$ cat config.mk
export PLATFORM = sky130hd
export DESIGN_NAME = decode_issue_ctrl
export DESIGN_NICKNAME = d
export VERILOG_FILES = /design/src/rtl/decode_issue_ctrl.sv
export SDC_FILE = /design/constraint.sdc
export NUM_CORES = 1
export LEC_CHECK = 0
export BUFFER_PORTS_ARGS = -buffer_cell sky130_fd_sc_hd__buf_4
export CORE_MARGIN = 3
export CORE_UTILIZATION = 30
export CTS_BUF_LIST = sky130_fd_sc_hd__clkbuf_4 sky130_fd_sc_hd__clkbuf_8
export CTS_CLUSTER_SIZE = 24
export DETAILED_ROUTE_END_ITERATION = 10
export PLACE_DENSITY_LB_ADDON = 0.05
export SLEW_MARGIN = 20
export SYNTH_ARGS = -nofsm -noshare
export SYNTH_HDL_FRONTEND = slang
export SYNTH_SLANG_ARGS = --single-unit
$ cat constraint.sdc
create_clock -name clk -period 3.82 [get_ports clk]
set_input_delay 0.191 -clock clk [delete_from_list [all_inputs] [get_ports clk]]
set_output_delay 0.191 -clock clk [all_outputs]
set_load 0.005 [all_outputs]
$ cat src/rtl/decode_issue_ctrl.sv
// decode_issue_ctrl: dual-slot in-order issue control with INT/FP register scoreboards
module decode_issue_ctrl #(
  parameter logic [5:0] DUAL_UNIT_MASK = 6'b000011,
  parameter int NREG = 32
) (
  input  logic            clk,
  input  logic            rst_n,
  input  logic            flush_i,
  input  logic            inst0_valid_i,
  input  logic            inst0_rs1_valid_i,
  input  logic            inst0_rs2_valid_i,
  input  logic            inst0_rs3_valid_i,
  input  logic [4:0]      inst0_rs1_i,
  input  logic [4:0]      inst0_rs2_i,
  input  logic [4:0]      inst0_rs3_i,
  input  logic [2:0]      inst0_rs_fp_i,
  input  logic [1:0]      inst0_rd_type_i,
  input  logic [4:0]      inst0_rd_i,
  input  logic [5:0]      inst0_exe_unit_i,
  input  logic            inst1_valid_i,
  input  logic            inst1_rs1_valid_i,
  input  logic            inst1_rs2_valid_i,
  input  logic            inst1_rs3_valid_i,
  input  logic [4:0]      inst1_rs1_i,
  input  logic [4:0]      inst1_rs2_i,
  input  logic [4:0]      inst1_rs3_i,
  input  logic [2:0]      inst1_rs_fp_i,
  input  logic [1:0]      inst1_rd_type_i,
  input  logic [4:0]      inst1_rd_i,
  input  logic [5:0]      inst1_exe_unit_i,
  input  logic            wb0_valid_i,
  input  logic [1:0]      wb0_rd_type_i,
  input  logic [4:0]      wb0_rd_i,
  input  logic            wb1_valid_i,
  input  logic [1:0]      wb1_rd_type_i,
  input  logic [4:0]      wb1_rd_i,
  output logic            issue0_o,
  output logic            issue1_o,
  output logic            stall_decoder_inst0_o,
  output logic            stall_decoder_inst1_o,
  output logic [NREG-1:0] int_busy_o,
  output logic [NREG-1:0] fp_busy_o
);
  logic [NREG-1:0] int_busy, fp_busy, int_clr, fp_clr, int_set, fp_set;
  logic done0, ok0, ok1, pair_ok, ready1, issue0, issue1, stall0;
  logic d0_int, d0_fp, d1_int, d1_fp;

  function automatic logic src_ok(logic v, logic fp, logic [4:0] r, logic [NREG-1:0] ib, logic [NREG-1:0] fb);
    return !v || !(fp ? fb[r] : ib[r]);
  endfunction

  function automatic logic rd_ok(logic [1:0] t, logic [4:0] r, logic [NREG-1:0] ib, logic [NREG-1:0] fb);
    return t == 2'b01 ? !ib[r] : t == 2'b10 ? !fb[r] : 1'b1;
  endfunction

  always_comb begin
    d0_int = inst0_rd_type_i == 2'b01 && inst0_rd_i != 5'd0;
    d0_fp = inst0_rd_type_i == 2'b10;
    d1_int = inst1_rd_type_i == 2'b01 && inst1_rd_i != 5'd0;
    d1_fp = inst1_rd_type_i == 2'b10;
    ok0 = src_ok(inst0_rs1_valid_i, inst0_rs_fp_i[0], inst0_rs1_i, int_busy, fp_busy) &&
          src_ok(inst0_rs2_valid_i, inst0_rs_fp_i[1], inst0_rs2_i, int_busy, fp_busy) &&
          src_ok(inst0_rs3_valid_i, inst0_rs_fp_i[2], inst0_rs3_i, int_busy, fp_busy) &&
          rd_ok(inst0_rd_type_i, inst0_rd_i, int_busy, fp_busy);
    ok1 = src_ok(inst1_rs1_valid_i, inst1_rs_fp_i[0], inst1_rs1_i, int_busy, fp_busy) &&
          src_ok(inst1_rs2_valid_i, inst1_rs_fp_i[1], inst1_rs2_i, int_busy, fp_busy) &&
          src_ok(inst1_rs3_valid_i, inst1_rs_fp_i[2], inst1_rs3_i, int_busy, fp_busy) &&
          rd_ok(inst1_rd_type_i, inst1_rd_i, int_busy, fp_busy);
    pair_ok = !(inst1_rs1_valid_i && inst1_rs1_i == inst0_rd_i && (inst1_rs_fp_i[0] ? d0_fp : d0_int)) &&
              !(inst1_rs2_valid_i && inst1_rs2_i == inst0_rd_i && (inst1_rs_fp_i[1] ? d0_fp : d0_int)) &&
              !(inst1_rs3_valid_i && inst1_rs3_i == inst0_rd_i && (inst1_rs_fp_i[2] ? d0_fp : d0_int)) &&
              !((d1_int && d0_int || d1_fp && d0_fp) && inst1_rd_i == inst0_rd_i) &&
              !(inst0_exe_unit_i == inst1_exe_unit_i && (inst0_exe_unit_i & DUAL_UNIT_MASK) == 6'd0);
    issue0 = rst_n && !flush_i && inst0_valid_i && !done0 && ok0;
    ready1 = ok1 && (!inst0_valid_i || done0 || issue0) && (!issue0 || pair_ok);
    issue1 = rst_n && !flush_i && inst1_valid_i && ready1;
    stall0 = rst_n && !flush_i && (inst0_valid_i && !done0 && !issue0 || inst1_valid_i && !issue1);
    int_clr = (wb0_valid_i && wb0_rd_type_i == 2'b01 ? NREG'(1) << wb0_rd_i : '0) |
              (wb1_valid_i && wb1_rd_type_i == 2'b01 ? NREG'(1) << wb1_rd_i : '0);
    fp_clr = (wb0_valid_i && wb0_rd_type_i == 2'b10 ? NREG'(1) << wb0_rd_i : '0) |
             (wb1_valid_i && wb1_rd_type_i == 2'b10 ? NREG'(1) << wb1_rd_i : '0);
    int_set = (issue0 && d0_int ? NREG'(1) << inst0_rd_i : '0) | (issue1 && d1_int ? NREG'(1) << inst1_rd_i : '0);
    fp_set = (issue0 && d0_fp ? NREG'(1) << inst0_rd_i : '0) | (issue1 && d1_fp ? NREG'(1) << inst1_rd_i : '0);
  end

  always_ff @(posedge clk or negedge rst_n)
    if (!rst_n) begin
      int_busy <= '0;
      fp_busy <= '0;
      done0 <= 1'b0;
    end else if (flush_i) begin
      int_busy <= '0;
      fp_busy <= '0;
      done0 <= 1'b0;
    end else begin
      int_busy <= int_busy & ~int_clr | int_set;
      fp_busy <= fp_busy & ~fp_clr | fp_set;
      done0 <= stall0 && (issue0 || done0);
    end

  assign issue0_o = issue0;
  assign issue1_o = issue1;
  assign stall_decoder_inst0_o = stall0;
  assign stall_decoder_inst1_o = !issue1;
  assign int_busy_o = int_busy;
  assign fp_busy_o = fp_busy;
endmodule

==> reports/metrics.yaml <==
grt_start_max_net_pins: 58
final_cycle_utilization_of_the_critical_path_pct: 97.8
crit_path_max_incr_delay_ps: 620
dp_slack_ps: 394
avgSynthCellArea_um2: 9.52
gp_congestion: 0.983
total_power_w: 0.00196
cp.required_ps: 3630
leakagePower_nw: 4.25
startpoint_type: "register"
numPlacedInstances: 1462
floorplan.initialDensity_pct: 30.9
syn_to_final_growth_pct: 22.3
max_cap_viol_count: 0
dieWidth_um: 179
final_layout_size_suffix_gt1_share_pct: 33.5
n_fill_cell: 2994
post_synthesis_net_count: 1033
drt_pre_antenna_iters: 6
port_buffers: 156
yosysWarningCount: 0
final-instance-count-excl-fill: 1484
synth-async-reset-ratio_pct: 100
post-route-worst-setup-slack_ps: 82.3
clock-root-buffer: "clkbuf_8"
detail_route.drc_violations: 0
run_status: "finished, final reports clean"
worstPathArrival_ps: 3550
grt.overflow.total: 0
synth_ff_type: "dfrtp_1"
cp_cell_sequence: "mux4_2, mux2_2, a211o_1, and3_1, nor4_4, nand2_1, or2_2, buf_4"
postRouteAntennaNets: 0
grt_first_pass_wirelength_um: 74000
ys_seq_elements: 65
pwr_density_cell_nw_per_um2: 178
tritoncts_num_sinks: 65
timing_hold_violations_final: 0
syn-instance-count: 944
maxSlewViolCount: 0
num_rows: 62
numCtsBuffers: 9
holdCritPathClass: "input port to register"
setup.worst_path.end_class: "output port"
area_of_the_mapped_netlist_um2: 8980
clk_latency_ps: 380
peak_freq_mhz: 268
layout_commonest_cell: "buf_4"
synth_cell_types: 64
cts.clk_slew.worst_paths_ps: 90
setup_repair_after_global_routing_missed_its_margin: "no"
timing.setup.tns_ps: 0
core_area_um2: 29100
slowest_stage: "dfrtp_1"
grt_antenna_before_repair: 1
via_per_inst: 6.87
worstMarginPinSlew_ps: 1100
wire_per_inst_um: 35.6
synth_edf_count: 0
dp_hpwl_um: 39900
ctsHtreeMaxLevel: 3
num_vias: 10200
net_total_in_the_final_layout: 1184
fin_crit_ps: 3740
layout_common_cells: "214 x buf_4, 98 x mux4_2, 78 x nand3_1, 75 x mux2i_1"
clockBufferDepth: 2
skew_ps: 14.9
die_height_um: 179
timing.slew.headroom_pct: 26.0
routed_wl_um: 52800
grt_util_all_layers_pct: 32.4
diodes: 0
cts_tree: "done"
ios: 157
ir_worst_vdd_mv: 0.181
grt_pass1_vias: 9783
synth_sequential_area_ratio_pct: 18.1
report.final.setup_viol: 0
fp.dieArea_um2: 32100
worst-setup-path-type: "register to output port"
drt_iter0_drc: 1264
timing.critical_path.fanout_max: 10
-- critical path, delay by kind of cell, from the launching register on --
family / cells / cell delay (ps)
buf+inv: 1 / 150
mux: 2 / 810
simple gates: 4 / 1300
compound gates: 1 / 280
flops: 1 / 620
-- cells in the mapped netlist (3+ instances only) --
| cell type | count | area, µm² |
|---|---|---|
| mux2i_1 | 75 | 751 |
| xor2_1 | 6 | 52.6 |
| a41oi_1 | 12 | 105 |
| a22oi_1 | 53 | 398 |
| nor2b_1 | 23 | 144 |
| nor3b_1 | 7 | 52.6 |
| nand4_1 | 12 | 75.1 |
| a21oi_1 | 7 | 35.0 |
| nor3_1 | 20 | 100 |
| nand3_1 | 78 | 390 |
| and2_1 | 4 | 25.0 |
| o2111ai_1 | 7 | 61.3 |
| clkbuf_1 | 38 | 143 |
| dfrtp_1 | 65 | 1630 |
| o2111a_1 | 3 | 33.8 |
| nor2_1 | 66 | 248 |
| nand3b_1 | 6 | 45.0 |
| o22ai_1 | 11 | 68.8 |
| a31oi_1 | 6 | 37.5 |
| mux4_2 | 98 | 2210 |
| and3_1 | 7 | 43.8 |
| o21ai_1 | 3 | 15.0 |
| a211oi_1 | 4 | 30.0 |
| o211ai_1 | 8 | 60.1 |
| inv_1 | 24 | 90.1 |
| nand2b_1 | 18 | 113 |
| buf_1 | 7 | 26.3 |
| o221ai_1 | 48 | 420 |
| nor4_1 | 12 | 75.1 |
| o21ai_0 | 19 | 95.1 |
| xnor2_1 | 18 | 158 |
| mux2_2 | 24 | 270 |
| o2111ai_2 | 4 | 60.1 |
| a22o_1 | 5 | 43.8 |
| nand2_1 | 66 | 248 |
| buf_2 | 28 | 140 |
| a311oi_1 | 3 | 26.3 |
| a32oi_1 | 11 | 96.3 |
-- per-layer routing --
metal	GRT usage [%]	part of all wire [%]	vias up
li1	-	-	4170
met1	43.1	39	5179
met2	52.3	46	735
met3	7.67	11	110
met4	9.71	3.3	0
met5	0	0	-
-- metrics by stage --
stage / hold WS, ps / instance area (µm²) / util (%)
6_report: 163 / 11000 / 37.8
5_1_grt: 150 / 11000 / 37.8
4_1_cts: 127 / 10900 / 37.6
3_5_place_dp: 58.6 / 10700 / 36.8
3_3_place_gp: 61.2 / 10700 / 36.8
2_1_floorplan: -105 / 8980 / -
-- what timing repair did --
item | in CTS | in global routing
pin swaps | 0 | 1
hold endpoints to repair | 12 | 0
setup buffers | 0 | 5
gates resized for setup | 1 | 3
hold buffers | 1 | 0
endpoints found under the setup margin | 2 | 3
-- cell type report --
| type | instances | area (µm²) | area share [%] |
|---|---|---|---|
| multi-input cells | 780 | 6960 | 63.3 |
| flip-flops and latches | 65 | 1630 | 14.8 |
| repair buffers | 215 | 1620 | 14.7 |
| well taps | 384 | 480 | 4.37 |
| clock buffers | 9 | 124 | 1.13 |
| clock inverters | 7 | 95.1 | 0.865 |
| inverters | 24 | 90.1 | 0.820 |
-- flip-flops by register name (all words and copies together), names as in the netlist --
signal,count
fp_busy_o,32
int_busy_o,32
done0,1
-- final timing paths --
| path | slack (ps) | to | cells past startpoint | startpoint |
|---|---|---|---|---|
| max in group asynchronous | 2510 | fp_busy_o[19] | 3 | rst_n |
| min in group asynchronous | 260 | fp_busy_o[26] | 2 | rst_n |
| worst min-delay path | 160 | int_busy_o[0] | 2 | flush_i |
| worst max-delay path | 80 | stall_decoder_inst1_o | 8 | fp_busy_o[24] |
| worst max register to register | 210 | int_busy_o[30] | 10 | fp_busy_o[1] |
| worst min register to register | 720 | done0 | 3 | done0 |
-- power by group --
group	switching (W)	leakage (nW)	total [W]	internal (W)
registers	0.00000444	0.905	0.000693	0.000689
clock network	0.000312	0.109	0.000679	0.000367
logic	0.000371	3.24	0.000584	0.000213
total	0.000687	4.25	0.00196	0.00127
-- logic make-up after synthesis --
kind of cell              count (synthesis)  share of synthesized area [%]
buffers and inverters                    99                           4.69
xor gates and xnor gates                 24                           2.34
AOI/OAI and AO/OA                       226                           20.1
and+or+nand+nor                         333                           18.9
muxes                                   197                           35.9
DFF                                      65                           18.1
Power figures use the tool's default switching activity.
